## config.mk

```make
export PLATFORM = sky130hd
export DESIGN_NAME = ledvideo_axis_source
export DESIGN_NICKNAME = d
export VERILOG_FILES = /design/src/rtl/ledvideo_axis_source.sv
export SDC_FILE = /design/constraint.sdc
export NUM_CORES = 1
export LEC_CHECK = 0
export CORE_ASPECT_RATIO = 1.5
export CORE_MARGIN = 2
export CORE_UTILIZATION = 47
export CTS_CLUSTER_SIZE = 8
export DETAILED_ROUTE_END_ITERATION = 8
export GPL_ROUTABILITY_DRIVEN = 0
export PLACE_DENSITY = 0.72
export SLEW_MARGIN = 5
export SYNTH_ARGS = -nofsm -noshare
export SYNTH_HDL_FRONTEND = slang
export SYNTH_SLANG_ARGS = --single-unit
```

## constraint.sdc

```tcl
create_clock -name core_clk -period 3.6 [get_ports core_clk]
set_clock_uncertainty 0.15 [all_clocks]
set_input_delay 1.08 -clock core_clk [delete_from_list [all_inputs] [get_ports core_clk]]
set_output_delay 1.08 -clock core_clk [all_outputs]
set_load 0.02 [all_outputs]
```

## src/rtl/ledvideo_axis_source.sv

```systemverilog
// ledvideo_axis_source: AXI4-Stream frame generator feeding the ledvideo core.
// Streams COLS x ROWS pixels in raster order with tlast on the final pixel.
// Patterns are solid colour, gradient, checkerboard and pixel index.
// Frames are separated by a programmable idle gap.
//
// state  | meaning
// -------+-----------------------------------------------------------
// IDLE   | no traffic; waiting for enable
// STREAM | presenting pixel (x,y); advances on each handshake
// GAP    | idle between frames; gap down-counter runs to terminal count
module ledvideo_axis_source #(
  parameter int COLS       = 64,
  parameter int ROWS       = 32,
  parameter int DATA_WIDTH = 32
) (
  input  logic                    core_clk,
  input  logic                    core_rst,
  input  logic                    enable,
  input  logic [1:0]              pattern,
  input  logic [23:0]             color,
  input  logic [15:0]             frame_gap,
  output logic [DATA_WIDTH-1:0]   m00_axis_tdata,
  output logic [DATA_WIDTH/8-1:0] m00_axis_tstrb,
  output logic                    m00_axis_tlast,
  output logic                    m00_axis_tvalid,
  input  logic                    m00_axis_tready,
  output logic                    busy,
  output logic [15:0]             frame_count
);

  localparam int XW = $clog2(COLS);
  localparam int YW = $clog2(ROWS);
  localparam logic [XW-1:0] X_MAX = XW'(COLS - 1);
  localparam logic [YW-1:0] Y_MAX = YW'(ROWS - 1);

  typedef enum logic [1:0] {S_IDLE, S_STREAM, S_GAP} state_t;

  state_t                  state_q, state_d;
  logic [XW-1:0]           x_q, x_d;
  logic [YW-1:0]           y_q, y_d;
  logic [1:0]              pat_q, pat_d;
  logic [23:0]             col_q, col_d;
  logic [15:0]             fcnt_q, fcnt_d;
  logic [15:0]             gap_q, gap_d;
  logic [DATA_WIDTH-1:0]   tdata_q, tdata_d;
  logic [DATA_WIDTH/8-1:0] tstrb_q, tstrb_d;
  logic                    tlast_q, tlast_d;
  logic                    tvalid_q, tvalid_d;
  logic                    busy_q, busy_d;

  logic                    hs;
  logic                    last_beat;
  logic                    frame_start;
  logic [23:0]             pix;

  // tvalid is high exactly in STREAM, so the handshake needs no state decode
  assign hs        = tvalid_q & m00_axis_tready;
  assign last_beat = (x_q == X_MAX) && (y_q == Y_MAX);

  // State and datapath registers; everything clears asynchronously
  always_ff @(posedge core_clk or posedge core_rst) begin
    if (core_rst) begin
      state_q  <= S_IDLE;
      x_q      <= '0;
      y_q      <= '0;
      pat_q    <= '0;
      col_q    <= '0;
      fcnt_q   <= '0;
      gap_q    <= '0;
      tdata_q  <= '0;
      tstrb_q  <= '0;
      tlast_q  <= 1'b0;
      tvalid_q <= 1'b0;
      busy_q   <= 1'b0;
    end else begin
      state_q  <= state_d;
      x_q      <= x_d;
      y_q      <= y_d;
      pat_q    <= pat_d;
      col_q    <= col_d;
      fcnt_q   <= fcnt_d;
      gap_q    <= gap_d;
      tdata_q  <= tdata_d;
      tstrb_q  <= tstrb_d;
      tlast_q  <= tlast_d;
      tvalid_q <= tvalid_d;
      busy_q   <= busy_d;
    end
  end

  // Next-state logic; frame_start marks the edge where a new frame begins
  always_comb begin
    state_d     = state_q;
    frame_start = 1'b0;
    unique case (state_q)
      S_IDLE: begin
        if (enable) begin
          frame_start = 1'b1;
          state_d     = S_STREAM;
        end
      end
      S_STREAM: begin
        if (hs && last_beat) begin
          if (!enable) begin
            state_d = S_IDLE;
          end else if (frame_gap == 16'd0) begin
            frame_start = 1'b1;
          end else begin
            state_d = S_GAP;
          end
        end
      end
      S_GAP: begin
        // terminal count at 1 gives exactly frame_gap idle cycles
        if (gap_q <= 16'd1) begin
          if (enable) begin
            frame_start = 1'b1;
            state_d     = S_STREAM;
          end else begin
            state_d = S_IDLE;
          end
        end
      end
      default: state_d = S_IDLE;
    endcase
  end

  // Counters, latches and the registered pixel for the beat presented next
  always_comb begin
    x_d    = x_q;
    y_d    = y_q;
    pat_d  = pat_q;
    col_d  = col_q;
    fcnt_d = fcnt_q;
    gap_d  = gap_q;

    if (state_q == S_STREAM && hs && last_beat) begin
      fcnt_d = fcnt_q + 16'd1;
      gap_d  = frame_gap;
    end else if (state_q == S_GAP) begin
      gap_d = gap_q - 16'd1;
    end

    if (frame_start) begin
      x_d   = '0;
      y_d   = '0;
      pat_d = pattern;
      col_d = color;
    end else if (hs) begin
      // power-of-two sizes wrap naturally back to (0,0) after the last beat
      x_d = x_q + 1'b1;
      if (x_q == X_MAX) begin
        y_d = y_q + 1'b1;
      end
    end

    // pixel is a function of the next coordinates so it lands with the beat;
    // during a stall nothing feeding it changes, keeping tdata stable
    unique case (pat_d)
      2'd0: pix = col_d;
      2'd1: pix = {8'(({x_d, 8'h00}) >> XW), 8'(({y_d, 8'h00}) >> YW), fcnt_d[7:0]};
      2'd2: pix = (x_d[0] ^ y_d[0]) ? 24'hFF_FFFF : 24'h00_0000;
      default: pix = 24'({y_d, x_d});
    endcase

    tvalid_d = (state_d == S_STREAM);
    tdata_d  = tvalid_d ? DATA_WIDTH'(pix) : '0;
    tstrb_d  = tvalid_d ? '1 : '0;
    tlast_d  = tvalid_d && (x_d == X_MAX) && (y_d == Y_MAX);
    busy_d   = (state_d != S_IDLE);
  end

  assign m00_axis_tdata  = tdata_q;
  assign m00_axis_tstrb  = tstrb_q;
  assign m00_axis_tlast  = tlast_q;
  assign m00_axis_tvalid = tvalid_q;
  assign busy            = busy_q;
  assign frame_count     = fcnt_q;

endmodule

```

# Yosys cells after proc, flatten, opt, wreduce, memory -nomap -nowiden
# Index checks and enable logic that the tools add are counted.
[op_classes] eq_ne=9 bitwise=2 mux=27 n_reduce_logical=11 addsub=4 n_lt_le_gt_ge=1
[op_table] operator="$mux 24" count=3
[op_table] operator="$pmux 24 s3" count=1
[op_table] operator="$mux 16" count=2
[op_table] operator="$add 16x1->16 const B" count=1
[op_table] operator="$le 16x1->1 const B" count=1
[op_table] operator="$logic_not 16->1" count=1
[op_table] operator="$sub 16x1->16 const B" count=1
[op_table] operator="$mux 5" count=3
[op_table] operator="$eq 6x6->1 const B" count=2
[op_table] operator="$mux 2" count=6
[op_table] operator="$mux 6" count=2
[op_table] operator="$eq 5x5->1 const B" count=2
[op_table] operator="$mux 8" count=1
[op_table] operator="$add 6x1->6 const B" count=1
[op_table] operator="$eq 2x1->1 const B" count=3
[op_table] operator="$logic_and 1x1->1" count=6
[op_table] operator="$mux 1" count=6
[op_table] operator="$pmux 2 s3" count=1
[op_table] operator="$add 5x1->5 const B" count=1
[op_table] operator="$eq 2x2->1 const B" count=2
[op_table] operator="$logic_not 2->1" count=2
[op_table] operator="$mux 4" count=1
[op_table] operator="$reduce_bool 2->1" count=2
[op_table] operator="$pmux 1 s3" count=1
[op_table] operator="2 further kinds" count=2
[totals] wordCells=67 inputBits=46 register_bits=110 out_inout_bits=55

# Depth between registers and ports, before layout
[depth] word_depth=10 ltp_mapped=12 ltp_nobuf=9

# Least setup slack after synthesis
# No wires, ideal clock.
[synth_path] kind="input to register" from="in frame_gap[11]" to="reg tdata_q[0] (netlist: m00_axis_tdata[0])" n_path_buf=3 t_arrival_ns=2.664 t_required_ns=3.351 path_stages=9 path_slack_ns=0.686 setup_ns=0.099 path_cell_list="nor4_1 -> nand4_1 -> o21a_1 -> buf_4 -> a21o_1 -> buf_2 -> and2_4 -> buf_6 -> a311oi_1"
[synth_via] elab_chain_len=10 elab_cells_between_ends=21 classes_between="3 x eq/ne; 15 x mux; 1 x bitwise; 2 x reduce/logical"
[synth_rtl] element="from (decl)" line_no="21" rtl="input logic [15:0] frame_gap,"
[synth_rtl] element="$logic_not 16->1 (*)" line_no="106" rtl="end else if (frame_gap == 16'd0) begin"
[synth_rtl] element="$mux 1" line_no="106"
[synth_rtl] element="$mux 1" line_no="104" rtl="if (!enable) begin"
[synth_rtl] element="$mux 1" line_no="103" rtl="if (hs && last_beat) begin"
[synth_rtl] element="$pmux 1 s3" line_no="95" rtl="unique case (state_q)"
[synth_rtl] element="$mux 6 or $mux 5 (tied branches)" line_no="144" rtl="if (frame_start) begin"
[synth_rtl] element="$xor 1x1->1" line_no="162" rtl="2'd2: pix = (x_d[0] ^ y_d[0]) ? 24'hFF_FFFF : 24'h00_0000;"
[synth_rtl] element="$mux 24" line_no="162"
[synth_rtl] element="$pmux 24 s3" line_no="159" rtl="unique case (pat_d)"
[synth_rtl] element="$mux 24 (*)" line_no="167" rtl="tdata_d = tvalid_d ? DATA_WIDTH'(pix) : '0;"
[synth_rtl] element="via tdata_d[0]" line_no="45" rtl="logic [DATA_WIDTH-1:0] tdata_q, tdata_d;"
[synth_rtl] element="to (signal assigned)" line_no="83" rtl="tdata_q <= tdata_d;"
[synth_rtl] element="to (decl)" line_no="45"
# The timed path passes the listed nets; every way through them passes the cells marked *.
# A chain may end at the register's enable or synchronous reset.

# Worst setup path after layout
[layout_path] from="in frame_gap[3]" to="reg tdata_q[22] (netlist: m00_axis_tdata[22])"
# The elaborated chain is that of the path after synthesis.

==> results.cfg <==
[floorplan]
start_util_pct = 47.6
fp-row-count = 47
die_h_um = 133
die_w_um = 89.8
core-area_um2 = 10900
die_area_um2 = 11900
io-pin-count = 101

[drt]
postRouteAntennaNets = 0
routed_wl_um = 13600
vias_per_cell = 5.70
dr_total_vias = 4520
dr.pass1.iters = 5
drt_iter0_markers = 270
routedWlPerCell_um = 17.1
drc = 0

[timing]
slew_headroom_pct = 55.1
timing.final.crit_share_pct = 94.5
worstMarginPinSlew_ns = 0.668
fmax_mhz = 294
fin_tns_setup_ns = 0
finalHoldViolCount = 0
slew_viol_final = 0
setup_viol = 0
rsz0062_at_grt = false
min_period_ns = 3.40

[final_layout]
nNetsFinal = 693
layout-area-overhead-vs-synth_pct = 29.6
design_area_um2 = 6720
utilization_pct = 61.8
antenna_cells = 0
fillers = 890
drive_above_1_share_pct = 11.6

[synthesis]
yosysWarnings = 0
yosys.area_share.adder_pct = 1.45
synth_top_family_by_area = simple AND/OR/NAND/NOR gates
ys_seq_elements = 98
synth-xor-area-share_pct = 5.02
synth_ff_type = dfrtp_1
synth_enable_flop_cells = 0
async_flop_share_pct = 100
yosysSeqAreaShare_pct = 47.3
synth-compound-area-share_pct = 16.0
syn_area_um2 = 5180
synthCells = 542
yosys.area_share.simple_pct = 22.7
syn_area_per_cell_um2 = 9.56
synth_cell_type_count = 67
synthMuxAreaShare_pct = 2.32

[cts]
clock_sinks = 98
h-tree-depth = 3
path_clk_slew_ns = 0.07
cts_root_buffer = clkbuf_16
cts_tree = done
clock_latency_ns = 0.35
cts_buffers = 9
max-clock-path-buffers = 2

[worst_setup_path]
crit_buf_inv = 3
startpoint_type = primary input
cp_max_fo = 13
cp_top_family = simple AND/OR/NAND/NOR gates
slowest_delay_ns = 0.42
path_class = in2reg
path_cells = clkdlybuf4s50_1 -> nor4_1 -> buf_4 -> nand4_1 -> o21a_1 -> buf_12 -> and3_1 -> o2bb2ai_1 -> a21oi_1
crit_required_ns = 3.67
arrival_ns = 3.47
critPathSlowestCell = clkdlybuf4s50_1
end_kind = register

[outcome]
status = complete, no violations

[grt]
grt_usage_pct = 22.6
overflow = 0
antenna_found_initial = 0
grt_use_met1_pct = 26.4
grt_max_degree = 99
grt_first_pass_wirelength_um = 21600
grt_use_met3_pct = 4.10
grt-busiest-layer = met2
first_global_vias = 4411
use_met2_pct = 41.1

[power_and_ir_drop]
power.total_mw = 4.35
cellLeakagePower_nw = 2.97
powerDensity_nw_per_um2 = 647
ir_drop_v = 0.000297

[placement]
placed_area_um2 = 6370
portBuffers = 92
dp_hpwl_um = 10200

[run]
max-cap-violations = 0

[hold_path]
min_path_type = reg2reg
[cell usage in the layout (no fill, tap or decap), types with 12 or more instances in the layout]
cell / count
nand2_1: 95
o2bb2ai_1: 13
clkdlybuf4s50_1: 92
nor2_1: 15
nand3_1: 31
o21ai_0: 32
a21oi_1: 35
buf_4: 25
nand4_1: 12
and3_1: 18
dfrtp_1: 98
xnor2_1: 24
[cell families (layout without fill, tap and decap cells)]
kind of cell,count (synthesis),after routing
simple gates,222,222
other cells,1,8
flops,98,98
xor+xnor,28,28
fa+ha+maj,6,6
mux,11,11
compound gates,126,126
buf+inv,50,147
[where the power goes]
group	total (mW)	switching [mW]	leakage (nW)	internal, mW
clock network	1.07	0.434	0.161	0.637
registers	1.57	0.178	1.24	1.39
logic	1.70	0.934	1.57	0.771
total	4.35	1.55	2.97	2.80
[flip-flops by register name (all words and copies together) (netlist names)]
| register | count |
|---|---|
| m00_axis_tstrb | 1 |
| x_q | 6 |
| pat_q | 2 |
| m00_axis_tdata | 24 |
| busy | 1 |
| frame_count | 16 |
| m00_axis_tlast | 1 |
| y_q | 5 |
| gap_q | 16 |
| col_q | 24 |
| state_q | 2 |
[stage by stage]
| step | std cells | hold WS (ns) | worst slack [ns] |
|---|---|---|---|
| after floorplan | 549 | 0.295 | 0.686 |
| after global placement | 777 | 0.312 | -0.0525 |
| after detailed placement | 777 | 0.321 | -0.165 |
| after CTS | 793 | 0.339 | 0.218 |
| after global routing | 793 | 0.366 | 0.0615 |
| final | 793 | 0.332 | 0.198 |
[layout make-up]
cell class	instances	area, um2	area share, %
Sequential cell	98	2450	36.5
Multi-Input combinational cell	401	2500	37.2
Tap cell	147	184	2.74
Inverter	9	37.5	0.559
Clock inverter	6	96.3	1.43
Timing Repair Buffer	122	1210	18.0
Clock buffer	10	239	3.56
[final timing paths]
| path | to | cells past startpoint | slack (ns) | from |
|---|---|---|---|---|
| worst max-delay path | m00_axis_tdata[22] | 9 | 0.20 | frame_gap[3] |
| worst min-delay path | col_q[8] | 2 | 0.33 | col_q[8] |
| worst max register to register | m00_axis_tdata[8] | 10 | 0.49 | y_q[0] |
| worst min register to register | col_q[8] | 2 | 0.33 | col_q[8] |
| max in group asynchronous | m00_axis_tdata[8] | 3 | 1.83 | core_rst |
| min in group asynchronous | frame_count[14] | 3 | 1.07 | core_rst |
[tightest hold or removal path, delay by kind of cell (launching register included)]
kind             cells  cell delay [ns]
DFF                  1             0.34
and+or+nand+nor      2             0.11
[routing by layer]
metal  wire length (um)  vias to the layer above
met4                437                        0
li1                   -                     2140
met1               5240                     2200
met3                611                       31
met5                  0                        -
met2               7280                      149
[timing repair]
item                                    in CTS  in global routing
resized for setup                            0                  1
hold buffers                                 0                  0
setup buffers                                0                  0
hold endpoints to repair                     0                  0
endpoints found under the setup margin       0                  3
[cell usage after synthesis (3+ instances only)]
library cell	number	area [um2]
o211ai_1	3	22.5
xnor2_1	24	210
buf_2	8	40.0
ha_1	6	75.1
nand4_1	12	75.1
nand3_1	31	155
nand3b_1	3	22.5
nand2_1	95	357
nand4_2	3	37.5
xor2_1	3	26.3
buf_4	14	105
nor2_1	15	56.3
nor3_1	7	35.0
and4_1	3	26.3
or3_1	4	25.0
mux2i_1	3	30.0
o2bb2ai_1	13	114
o21ai_0	32	160
dfrtp_1	98	2450
clkbuf_1	17	63.8
inv_1	9	33.8
mux2_2	8	90.1
a21oi_1	35	175
a311oi_1	5	43.8
nor4_1	7	43.8
a31oi_1	8	50.1
a221o_1	4	40.0
nor2b_1	3	18.8
and3_1	18	113
a2bb2oi_1	6	52.6
Note: power is estimated with default switching activity, not from simulation.
